[src/rtl/pwm_deadtime_gen.sv]
// Complementary gate driver stage for one PWM channel.
// Inserts a programmable dead time on every edge and provides a latched fault shutdown.
module pwm_deadtime_gen #(
  parameter int unsigned DT_W = 8
) (
  input  logic            clk1,
  input  logic            i_rst,
  input  logic            i_pwm,
  input  logic            i_en,
  input  logic [DT_W-1:0] i_dt_rise,
  input  logic [DT_W-1:0] i_dt_fall,
  input  logic [1:0]      i_polarity,
  input  logic            i_fault,
  input  logic            i_fault_clr,
  output logic            o_hs,
  output logic            o_ls,
  output logic            o_fault,
  output logic [2:0]      o_state
);

  typedef enum logic [2:0] {
    ST_OFF     = 3'd0,
    ST_LS_ON   = 3'd1,
    ST_DT_RISE = 3'd2,
    ST_HS_ON   = 3'd3,
    ST_DT_FALL = 3'd4,
    ST_FAULT   = 3'd5
  } state_t;

  state_t            state, state_d;
  logic [DT_W-1:0]   cnt, cnt_d;
  logic              pwm_m, pwm_s;
  logic              hs_q, ls_q, fault_q;
  logic              hs_d, ls_d, fault_d;

  // Two-flop synchronizer for the PWM input, which may come from another clock domain
  always_ff @(posedge clk1 or posedge i_rst) begin
    if (i_rst) begin
      pwm_m <= 1'b0;
      pwm_s <= 1'b0;
    end else begin
      pwm_m <= i_pwm;
      pwm_s <= pwm_m;
    end
  end

  // State, dead-time counter and registered gate decodes
  always_ff @(posedge clk1 or posedge i_rst) begin
    if (i_rst) begin
      state   <= ST_OFF;
      cnt     <= '0;
      hs_q    <= 1'b0;
      ls_q    <= 1'b0;
      fault_q <= 1'b0;
    end else begin
      state   <= state_d;
      cnt     <= cnt_d;
      hs_q    <= hs_d;
      ls_q    <= ls_d;
      fault_q <= fault_d;
    end
  end

  // Next-state logic: fault beats disable beats the normal edge/dead-time sequencing
  always_comb begin
    state_d = state;
    cnt_d   = cnt;
    if (i_fault) begin
      state_d = ST_FAULT;
    end else if (!i_en && state != ST_FAULT) begin
      state_d = ST_OFF;
    end else begin
      case (state)
        ST_OFF: begin
          if (pwm_s) begin
            state_d = ST_DT_RISE;
            cnt_d   = i_dt_rise;
          end else begin
            state_d = ST_LS_ON;
          end
        end
        ST_LS_ON: begin
          if (pwm_s) begin
            state_d = ST_DT_RISE;
            cnt_d   = i_dt_rise;
          end
        end
        ST_DT_RISE: begin
          // Cancel back to low-side: the high side never turned on, so no gap is owed
          if (!pwm_s)            state_d = ST_LS_ON;
          else if (cnt == '0)    state_d = ST_HS_ON;
          else                   cnt_d   = cnt - DT_W'(1);
        end
        ST_HS_ON: begin
          if (!pwm_s) begin
            state_d = ST_DT_FALL;
            cnt_d   = i_dt_fall;
          end
        end
        ST_DT_FALL: begin
          if (pwm_s)             state_d = ST_HS_ON;
          else if (cnt == '0)    state_d = ST_LS_ON;
          else                   cnt_d   = cnt - DT_W'(1);
        end
        ST_FAULT: begin
          if (i_fault_clr) state_d = ST_OFF;
        end
        default: state_d = ST_OFF;
      endcase
    end
    hs_d    = (state_d == ST_HS_ON);
    ls_d    = (state_d == ST_LS_ON);
    fault_d = (state_d == ST_FAULT);
  end

  assign o_hs    = hs_q ^ i_polarity[0];
  assign o_ls    = ls_q ^ i_polarity[1];
  assign o_fault = fault_q;
  assign o_state = state;

endmodule

[config.mk]
export PLATFORM = sky130hd
export DESIGN_NAME = pwm_deadtime_gen
export DESIGN_NICKNAME = d
export VERILOG_FILES = /design/src/rtl/pwm_deadtime_gen.sv
export SDC_FILE = /design/constraint.sdc
export NUM_CORES = 1
export LEC_CHECK = 0
export BUFFER_PORTS_ARGS = -buffer_cell sky130_fd_sc_hd__buf_2
export CAP_MARGIN = 20
export CORE_MARGIN = 4
export CORE_UTILIZATION = 35
export DETAILED_ROUTE_END_ITERATION = 12
export PLACE_DENSITY = 0.63
export SYNTH_ARGS = -nofsm -noshare
export SYNTH_HDL_FRONTEND = slang
export SYNTH_SLANG_ARGS = --single-unit
export TNS_END_PERCENT = 100
[constraint.sdc]
create_clock -name clk1 -period 2.5 [get_ports clk1]
set_clock_uncertainty 0.15 [all_clocks]
set_input_delay 0.25 -clock clk1 [delete_from_list [all_inputs] [get_ports clk1]]
set_output_delay 0.25 -clock clk1 [all_outputs]
set_load 0.02 [all_outputs]
## Word-level counts from Yosys, hierarchy flattened

Cells that the tools add are included.

| operators by class | value |
|---|---|
| reductions and logical operators | 7 |
| bitwise operators | 4 |
| equal/unequal tests | 13 |
| add/subtract/negate cells | 1 |
| muxes and demuxes | 17 |

Operators with widths:

| operator | number |
|---|---|
| two-way mux 8 bit | 5 |
| case mux 8 bit (4 select lines) | 1 |
| two-way mux 3 bit | 9 |
| case mux 3 bit (6 select lines) | 1 |
| == test 3 x 2 -> 1 bit, second input constant | 3 |
| == test 3 bit, second input constant | 3 |
| zero test 8 bit | 1 |
| subtractor 8 x 1 -> 8 bit, second input constant | 1 |
| AND reduction 7 bit | 1 |
| == test 3 x 1 -> 1 bit, second input constant | 2 |
| != test 2 bit, second input constant | 3 |
| nonzero test 4 bit | 1 |
| zero test 3 bit | 1 |
| != test 3 bit, second input constant | 1 |
| two-way mux 2 bit | 1 |
| != test 2 x 1 -> 1 bit, second input constant | 1 |
| inverter 1 bit | 2 |
| OR reduction 2 bit | 1 |
| bitwise XOR 1 bit | 2 |
| logical AND 1 bit | 1 |
| zero test 1 bit | 1 |

| word-level totals | value |
|---|---|
| output and inout bits | 6 |
| input port bits | 24 |
| bits in registers | 16 |

## Depth between registers and ports, before layout

| depth | value |
|---|---|
| depth after elaboration | 7 |
| mapped depth | 8 |
| depth with buffers taken out | 7 |

## Worst setup path after synthesis

No wires, ideal clock.

| path | value |
|---|---|
| path kind | register -> register |
| start | register cnt[3] |
| end | register cnt[2] |
| arrival time | 1.929 ns |
| path slack | 0.325 ns |
| stages on the path, launching flop included | 8 |
| clock period less this slack | 2.175 ns |
| buffers on the path | 2 |
| setup time | 0.095 ns |
| path through | dfrtp_1 or4_1 buf_2 or4b_4 nand4_4 buf_6 o21ai_1 o31ai_1 |

| on the way | value |
|---|---|
| longest elaborated chain between the ends | 4 |

Ends and longest elaborated chain:

| item | RTL line | RTL |
|---|---|---|
| start: declaration | 31 | `logic [DT_W-1:0] cnt, cnt_d;` |
| start signal: assignment | 57 | `cnt <= cnt_d;` |
| zero test 8 bit * | 91, 102 |  |
| two-way mux 8 bit * | -- |  |
| two-way mux 8 bit (on tied branches) | -- |  |
| case mux 8 bit (4 select lines) * | -- |  |

Mark *: on every way between the ends. The rest lies on a longest branch, timed or not. The select of a mux whose other input is x is not followed.
A chain may end at the register's enable or synchronous reset.

## Worst setup path after layout

| path | value |
|---|---|
| start | register cnt[0] |
| end | register cnt[4] |

| on the way | value |
|---|---|
| longest elaborated chain between the ends | 4 |

Ends and longest elaborated chain:

| item | RTL line | RTL |
|---|---|---|
| subtractor 8 x 1 -> 8 bit / zero test 8 bit (equally long branches) | -- |  |
| two-way mux 8 bit * | 91, 102 |  |
| two-way mux 8 bit (on tied branches) | 101, 90 |  |
| case mux 8 bit (4 select lines) * | 73 | `case (state)` |

Marked as above.

==> results.cfg <==
[global_route]
grt_start_max_net_pins = 17
gr-usage-met3_pct = 3.73
grt_usage_pct = 13.6
grt_pass1_wl_mm = 4.48
grt_pass1_vias = 1017
top_usage_layer = met2
met1_usage_pct = 17.0
grt_use_met2_pct = 23.3
overflow = 0
grt_antenna_before_repair = 0

[layout]
drive_gt1_share_pct = 30.4
fin_nets = 184
final_cell_area_sq_um = 1310
fin_util_pct = 45.7
antenna_cells = 0
layout.cells.non_filler = 189
area_growth_pct = 20.4

[drt]
vias = 1060
drc = 0
dr.first_iter.drc_count = 39
viasPerCell = 5.61
drt_first_pass_iters = 4
post_drt_wl_per_cell_um = 13.8
ant_nets = 0
wirelength_mm = 2.60

[clocking]
numCtsBuffers = 3
cts-root-buf = clkbuf_4
post_cts.resized_instances = 0
tritoncts = done
clkTransAtPathRegs_ps = 100
clockBufferDepth = 2
insertion_delay_ps = 280
clkSinkCount = 16
ctsHtreeMaxLevel = 1
cts_setup_buffers = 0

[setup_path]
cp_top_family = simple AND/OR/NAND/NOR gates
crit_arrival_ps = 2340
worstSetupPathType = reg2reg
path_max_fanout = 12
r2r_cells = 7
cp_data_required_time_ps = 2560
critPathLaunchType = flip-flop
cp_num_buf_inv = 1
end_kind = flip-flop
slowest_delay_ps = 520
cpMostUsedCell = o21ai_0
crit_path_cell_trace = inv_1 > ha_1 > or3b_2 > or4b_4 > nand4_4 > o21ai_0 > o21ai_0
reg2reg_to = cnt[4]$_DFFE_PP0P_
slowest_stage = or4b_4
worstReg2RegStart = cnt[0]$_DFFE_PP0P_
r2r_slack_ps = 220

[sta]
tightest_slew_ps = 602
worst_slack_ps = 220
setup_viol = 0
finalHoldViolations = 0
rsz0062_at_grt = false
slew_viol_final = 0
fin_crit_ps = 2280
whs_ps = 43.2
fmax_mhz = 439
relSlewSlack_pct = 59.8
period_share_pct = 91.2
totalNegativeSetupSlack_ps = 0

[placed_design]
io_buffers = 29
dp_cells = 183
place_area_sq_um = 1250
place_hpwl_mm = 2.02
post-place-ws_ps = 256
gp_congestion = 0.845

[yosys]
synthFlopType = dfrtp_1
syn-cell-area_sq_um = 1080
postSynth.asyncResetShare_pct = 100
yosysUniqueCellTypes = 41
ys_warn_count = 0
syn_inst = 127
synth-edff-count = 0
syn_area_per_cell_sq_um = 8.53
syn-num-nets = 152
synth-seq-area-share_pct = 37.0
ys_seq_elements = 16

[floorplan]
start_util_pct = 38.0
placement_rows = 19
fp.dieW_um = 63.6
ios = 30
die_area_sq_um = 4050
die_y_um = 63.6
core-area_sq_um = 2850

[power_and_ir_drop]
power_frac_comb_pct = 38.1
power_density_nw_per_um2 = 671
swShare_pct = 37.0
p_int_mw = 0.552
peakVddDrop_v = 0.000317
leakage_nw = 0.610
power.total_mw = 0.875
power_frac_seq_pct = 42.5
p_clk_share_pct = 19.4
p_sw_mw = 0.324

[flow_run]
drv_cap = 0

[hold_path]
hp-start = i_fault
hold_class = in2reg
holdPathEnd = o_fault$_DFF_PP0_
holdPathStages = 2

[status]
status = finished clean
-- power groups by stage --
stage	registers, mW	clock network, mW	logic, mW
after floorplan	0.371	0	0.248
after global placement	0.375	0	0.324
after detailed placement	0.377	0	0.333
after CTS	0.372	0.178	0.338
after global routing	0.382	0.190	0.381
final	0.372	0.170	0.333
-- cell usage in the layout, fill, tap and decap left out, drive strengths merged, types with 2 or more instances in the layout --
cell          n
a211oi        3
a21o          2
a21oi         8
a221oi        5
and3          2
and3b         2
buf          34
clkbuf        4
dfrtp        16
dlygate4sd3   2
inv           5
nand2         7
nor2         12
nor3          5
nor3b         2
nor4          2
o21ai        21
o31ai         2
or2           2
or3           3
or4b          2
xor2          3
-- cell families after synthesis --
logic type	after synthesis	share of synthesized area, %
AOI/OAI and AO/OA	46	25.6
and+or+nand+nor	45	24.9
DFF	16	37.0
buffers and inverters	14	6.93
xor gates and xnor gates	3	2.43
muxes	2	1.96
adders and majority gates	1	1.15
-- worst reg2reg max path: cells and delay by family, from the launching register on --
family | cells | cell delay, ps
flops | 1 | 410
compound gates | 2 | 190
simple gates | 3 | 1190
fa+ha+maj | 1 | 190
buf+inv | 1 | 70
-- worst max path at each step --
| stage | from | endpoint | cells past startpoint |
|---|---|---|---|
| floorplan | cnt[3]$_DFFE_PP0P_ | cnt[2]$_DFFE_PP0P_ | 7 |
| global placement | cnt[1]$_DFFE_PP0P_ | cnt[1]$_DFFE_PP0P_ | 7 |
| detailed placement | cnt[3]$_DFFE_PP0P_ | cnt[4]$_DFFE_PP0P_ | 5 |
| CTS | cnt[3]$_DFFE_PP0P_ | cnt[4]$_DFFE_PP0P_ | 5 |
| global route | cnt[0]$_DFFE_PP0P_ | cnt[4]$_DFFE_PP0P_ | 7 |
| finish | cnt[0]$_DFFE_PP0P_ | cnt[4]$_DFFE_PP0P_ | 7 |
-- Yosys cell counts, types with 2 or more instances --
cell type	n	area, sq um
or3_2	2	15.0
a21o_1	2	15.0
a221oi_1	5	43.8
o31ai_1	2	15.0
or2_2	2	12.5
nor3b_1	2	15.0
and3_1	2	12.5
a21oi_1	8	40.0
dfrtp_1	16	400
xor2_1	3	26.3
nor2_1	12	45.0
nor4_1	2	12.5
inv_1	5	18.8
clkbuf_1	4	15.0
a211oi_1	3	22.5
nor3_1	5	25.0
nand2_1	7	26.3
o21ai_0	18	90.1
buf_6	2	22.5
and3b_1	2	17.5
o21ai_1	3	15.0
-- what timing repair did --
item	4_1_cts	5_1_grt
hold buffers	2	0
hold endpoints to repair	17	0
endpoints found under the setup margin	0	0
-- layer usage --
layer / share of wire [%] / wire length [um] / vias up
met5: 0 / 0 / -
met4: 0.50 / 13 / 0
met3: 5.5 / 143 / 2
met2: 51 / 1320 / 33
met1: 43 / 1120 / 497
li1: - / - / 528
-- cell type report --
class	instances	area (sq um)
sequential	16	400
inverter	5	18.8
timing repair buffer	36	203
fill	307	1550
clock buffer	4	36.3
tap	31	38.8
multi-input combinational	97	608
-- sequential cells by signal (all words and copies together), names as in the netlist --
name and cells:
pwm_s 1, pwm_m 1, cnt 8, o_state 3, o_fault 1, hs_q 1, ls_q 1
No activity file was read; power rests on OpenSTA's default activity.
